$ cat config.mk
export PLATFORM = sky130hd
export DESIGN_NAME = cpu_instr_fetch
export DESIGN_NICKNAME = d
export VERILOG_FILES = /design/src/rtl/cpu_instr_fetch.sv
export SDC_FILE = /design/constraint.sdc
export NUM_CORES = 1
export LEC_CHECK = 0
export CAP_MARGIN = 20
export CORE_ASPECT_RATIO = 0.8
export CORE_MARGIN = 2
export CORE_UTILIZATION = 65
export DETAILED_ROUTE_END_ITERATION = 6
export DONT_BUFFER_PORTS = 1
export GPL_ROUTABILITY_DRIVEN = 0
export PLACE_DENSITY = 0.81
export SYNTH_ARGS = -nofsm -noshare
export SYNTH_HDL_FRONTEND = slang
export SYNTH_SLANG_ARGS = --single-unit
$ cat constraint.sdc
create_clock -name clk -period 6 [get_ports clk]
set_clock_uncertainty 0.15 [all_clocks]
set_input_delay 1.8 -clock clk [delete_from_list [all_inputs] [get_ports clk]]
set_output_delay 1.8 -clock clk [all_outputs]
set_load 0.01 [all_outputs]
$ cat src/rtl/cpu_instr_fetch.sv
// cpu_instr_fetch
// ---------------
// Instruction fetch stage. Presents an address to a dual-word instruction
// memory (mem[addr] and mem[addr+1] return one clock later), assembles one-
// or two-word instructions and holds them in a registered output stage for
// decode. Jump redirects from downstream discard the buffered instruction
// and restart fetching at the target.
//
// Ports
//   clk          : clock, rising edge
//   rst_n        : asynchronous active-low reset
//   mem_addr     : combinational address to the instruction memory
//   mem_data_0   : mem[addr] for the address presented last cycle
//   mem_data_1   : mem[addr+1] for the address presented last cycle
//   jump_valid   : redirect request (pulse or held)
//   jump_addr    : redirect target
//   instr_valid  : output register holds an instruction
//   instr_ready  : decode accepts the instruction this cycle
//   instr_word_0 : first instruction word
//   instr_word_1 : second word when long, 0 when short
//   instr_long   : instruction is two words
//   instr_pc     : address of instr_word_0
//   dbg_stream   : fetch phase (0 = EMPTY after reset, 1 = STREAM)
//
// Handshake: an instruction transfers on every rising edge where
// instr_valid and instr_ready are both 1. instr_valid and the payload are
// registered and stay stable while instr_valid=1 and instr_ready=0.
module cpu_instr_fetch #(
    parameter int                    DATA_WIDTH = 16,
    parameter int                    ADDR_WIDTH = 10,
    parameter logic [ADDR_WIDTH-1:0] RESET_PC   = '0
) (
    input  logic                  clk,
    input  logic                  rst_n,
    output logic [ADDR_WIDTH-1:0] mem_addr,
    input  logic [DATA_WIDTH-1:0] mem_data_0,
    input  logic [DATA_WIDTH-1:0] mem_data_1,
    input  logic                  jump_valid,
    input  logic [ADDR_WIDTH-1:0] jump_addr,
    output logic                  instr_valid,
    input  logic                  instr_ready,
    output logic [DATA_WIDTH-1:0] instr_word_0,
    output logic [DATA_WIDTH-1:0] instr_word_1,
    output logic                  instr_long,
    output logic [ADDR_WIDTH-1:0] instr_pc,
    output logic                  dbg_stream
);

    // EMPTY: memory data does not yet correspond to r_pc (only after reset).
    // STREAM: memory data is valid for r_pc every cycle from then on.
    typedef enum logic {
        ST_EMPTY  = 1'b0,
        ST_STREAM = 1'b1
    } state_t;

    state_t                r_state;
    state_t                w_state_next;
    logic [ADDR_WIDTH-1:0] r_pc;
    logic                  r_valid;
    logic [DATA_WIDTH-1:0] r_word_0;
    logic [DATA_WIDTH-1:0] r_word_1;
    logic                  r_long;
    logic [ADDR_WIDTH-1:0] r_instr_pc;

    logic                  w_long;
    logic [ADDR_WIDTH-1:0] w_pc_inc;
    logic                  w_advance;
    logic [ADDR_WIDTH-1:0] w_mem_addr;

    // Length of the instruction whose first word is on mem_data_0.
    // The add wraps naturally at 2^ADDR_WIDTH.
    assign w_long   = mem_data_0[DATA_WIDTH-1];
    assign w_pc_inc = r_pc + (w_long ? ADDR_WIDTH'(2) : ADDR_WIDTH'(1));

    always_ff @(posedge clk or negedge rst_n) begin
        if (!rst_n) begin
            r_state <= ST_EMPTY;
        end else begin
            r_state <= w_state_next;
        end
    end

    // Next phase, advance decision and memory address. When nothing moves,
    // the memory is pointed at r_pc again so the data it returns next cycle
    // still belongs to r_pc.
    always_comb begin
        w_state_next = ST_STREAM;
        w_advance    = 1'b0;
        w_mem_addr   = r_pc;
        if (r_state == ST_STREAM) begin
            w_advance = (!r_valid || instr_ready) && !jump_valid;
        end
        if (jump_valid) begin
            w_mem_addr = jump_addr;
        end else if (w_advance) begin
            w_mem_addr = w_pc_inc;
        end
    end

    // Jump wins over advance; a handshake in the jump cycle simply completes
    // because the buffered instruction is dropped either way.
    always_ff @(posedge clk or negedge rst_n) begin
        if (!rst_n) begin
            r_pc       <= RESET_PC;
            r_valid    <= 1'b0;
            r_word_0   <= '0;
            r_word_1   <= '0;
            r_long     <= 1'b0;
            r_instr_pc <= '0;
        end else if (jump_valid) begin
            r_pc    <= jump_addr;
            r_valid <= 1'b0;
        end else if (w_advance) begin
            r_word_0   <= mem_data_0;
            r_word_1   <= w_long ? mem_data_1 : '0;
            r_long     <= w_long;
            r_instr_pc <= r_pc;
            r_valid    <= 1'b1;
            r_pc       <= w_pc_inc;
        end else if (r_valid && instr_ready) begin
            r_valid <= 1'b0;
        end
    end

    assign mem_addr     = w_mem_addr;
    assign instr_valid  = r_valid;
    assign instr_word_0 = r_word_0;
    assign instr_word_1 = r_word_1;
    assign instr_long   = r_long;
    assign instr_pc     = r_instr_pc;
    assign dbg_stream   = (r_state == ST_STREAM);

endmodule

==> results_dict.tcl <==
set metrics [dict create \
    final_cells 292 \
    layout_common_cells "nand2_1 (116), dfrtp_1 (54), nand3_1 (19)" \
    ys.flop_type "dfrtp_1" \
    synth_top_area_cell "dfrtp_1" \
    synth_top_area_share_pct 58.13 \
    power_mw 0.7711 \
    drtPass1Iterations 4 \
    min_period_ns 5.383 \
    syn_nets 304 \
    grt_util_all_layers_pct 23.32 \
    clk_latency_ns 0.29 \
    p_comb_share_pct 10.8 \
    cts_resized 0 \
    grtUsageMet2_pct 39.92 \
    yosysWarnings 0 \
    globalRoute.totalOverflow 0 \
    fmax_mhz 185.8 \
    start_kind "primary input" \
    antenna_found_initial 0 \
    cts_tree "yes" \
    area_delta_synth_final_pct 4.037 \
    yosysSeqAreaShare_pct 58.13 \
    routed_wl_um 4552 \
    p_int_mw 0.5500 \
    dp_cells 284 \
    drc 0 \
    die-area_um2 4074 \
    fin_ws_ns 0.6175 \
    route.antenna.remaining_nets 0 \
    final-seq-area_um2 1351 \
    syn_area_um2 2325 \
    r2r_start "r_pc[0]$_DFF_PN0_" \
    synth_area_leaders "dfrtp_1 (58%), nand2_1 (19%), nand3_1 (4.1%)" \
    grt_max_degree 55 \
    status "completed" \
    synth_edf_count 0 \
    io_buffer_count 0 \
    place_hpwl_um 3265 \
    cp-end-kind "primary output" \
    fp.dieH_um 57.49 \
    core_um2 3423 \
    grt.met3_usage_pct 8.657 \
    p_clk_share_pct 27.9 \
    finalHoldViolCount 0 \
    cp-startpoint "mem_data_0[15]" \
    viasPerCell 5.627 \
    row_count 19 \
    drive_gt1_share_pct 5.200 \
    io_pins 101 \
    path_clk_slew_ns 0.08 \
    postSynth.asyncResetShare_pct 100.0 \
    layout_commonest_cell "nand2_1" \
    cp_data_arrival_time_ns 3.43 \
    fill_cells 282 \
    grt_busiest_layer "met2" \
    slew_viol_final 0 \
    start_util_pct 67.91 \
    postCtsHoldBufs 0 \
    cts_root_buf "clkbuf_8" \
    hp-start "r_pc[9]$_DFF_PN0_" \
    seqPwrFrac_pct 61.3 \
    post_drt_wl_per_cell_um 15.59 \
    p_sw_share_pct 28.67 \
    power_density_nw_per_um2 318.8 \
    die_x_um 70.86 \
    ys_seq_elements 54 \
    nets 298 \
    multi_input_comb_area_um2 868.3 \
    grt_pass1_wl_um 7383 \
    leakage_nw 1.259 \
    crit_fanout 18 \
    post_cts_buffers 0 \
    num_vias 1643 \
    grt_pass1_vias 1609 \
    timing.hold.ws_ns 0.3544 \
    syn_inst 255 \
    pre_cts_ws_ns 0.5975 \
    cts_buffer_depth 2 \
    critical_path_class "in -> out" \
    met1_usage_pct 28.47 \
    ys_types 33 \
    antennaDiodeCount 0 \
    tns_ns 0 \
    worst_hold_path_type "reg -> reg" \
    finalSetupViolCount 0 \
    cts_sinks 54 \
    syn_avg_cell_area_um2 9.117 \
    cts_inserted_buffers 5 \
    period_share_pct 89.71 \
    peakVddDrop_uv 222.1 \
    htreeDepth 2 \
    rsz0062_at_grt "false" \
    maxCapViolations 0 \
    cp_data_required_time_ns 4.05 \
    drtIter0Drc 102 \
    p_sw_mw 0.2211 \
]
==> flip-flops by register name (all words and copies together), names as in the netlist <==
register      flops
r_pc             10
instr_word_1     16
instr_pc         10
instr_valid       1
instr_word_0     16
dbg_stream        1
==> routing by layer <==
| metal | wire length, um | share of wire, % |
|---|---|---|
| met3 | 455 | 10 |
| met4 | 16 | 0.35 |
| met5 | 0 | 0 |
| met2 | 2212 | 49 |
| met1 | 1867 | 41 |
==> cell families (layout without fill, tap and decap cells) <==
logic type,Yosys count,after routing,share of synthesized area (%)
other,1,1,0.1613
buffers and inverters,21,16,4.521
adders and majority gates,3,3,1.937
xor gates and xnor gates,4,4,1.507
DFF,54,54,58.13
muxes,1,1,0.4306
AOI/OAI and AO/OA,17,17,4.628
and+or+nand+nor,154,154,28.69
==> path summary, 6_finish.rpt <==
check	endpoint	slack, ns	cells past startpoint
min in group asynchronous	instr_word_1[0]$_DFFE_PN0P_	1.04	0
hold / removal	instr_pc[9]$_DFFE_PN0P_	0.35	2
hold reg to reg	instr_pc[9]$_DFFE_PN0P_	0.35	2
setup reg to reg	r_pc[6]$_DFF_PN0_	3.79	7
max in group asynchronous	instr_word_0[10]$_DFFE_PN0P_	4.57	0
setup / recovery	mem_addr[6]	0.62	8
==> layout make-up <==
cell class                 count  share of cell area [%]
clock inverter                 1                  0.3621
clock buffer                   7                   3.983
multi-input combinational    180                   35.90
tap                           42                   2.173
sequential                    54                   55.87
timing repair buffer           3                  0.9312
inverter                       5                  0.7760
==> worst max-delay path, cell delays in order <==
cell	delay [ns]
inv_1	0.11
ha_1	0.19
inv_1	0.06
fa_1	0.39
nor2b_1	0.21
nand4_1	0.14
xor2_1	0.18
o21ai_0	0.36
==> cells in the mapped netlist (3+ instances only) <==
master,instances
nand4_1,3
clkbuf_1,7
nand3_1,19
buf_2,6
o21ai_0,8
nor2_1,4
inv_1,5
nand2_1,116
xor2_1,4
dfrtp_1,54
==> per-stage QoR <==
stage,utilization [%],area [um^2]
final,70.65,2419
after CTS,70.65,2419
after global routing,70.65,2419
after floorplan,-,2325
after global placement,67.58,2313
after detailed placement,67.58,2313
==> power by group through the flow <==
stage / registers [mW] / clock network [mW] / logic, mW
6_report: 0.472 / 0.215 / 0.0836
5_1_grt: 0.480 / 0.232 / 0.0973
4_1_cts: 0.474 / 0.220 / 0.0848
3_5_place_dp: 0.480 / 0 / 0.0850
3_3_place_gp: 0.479 / 0 / 0.0790
2_1_floorplan: 0.468 / 0 / 0.0752
(Power assumes the default switching activity.)
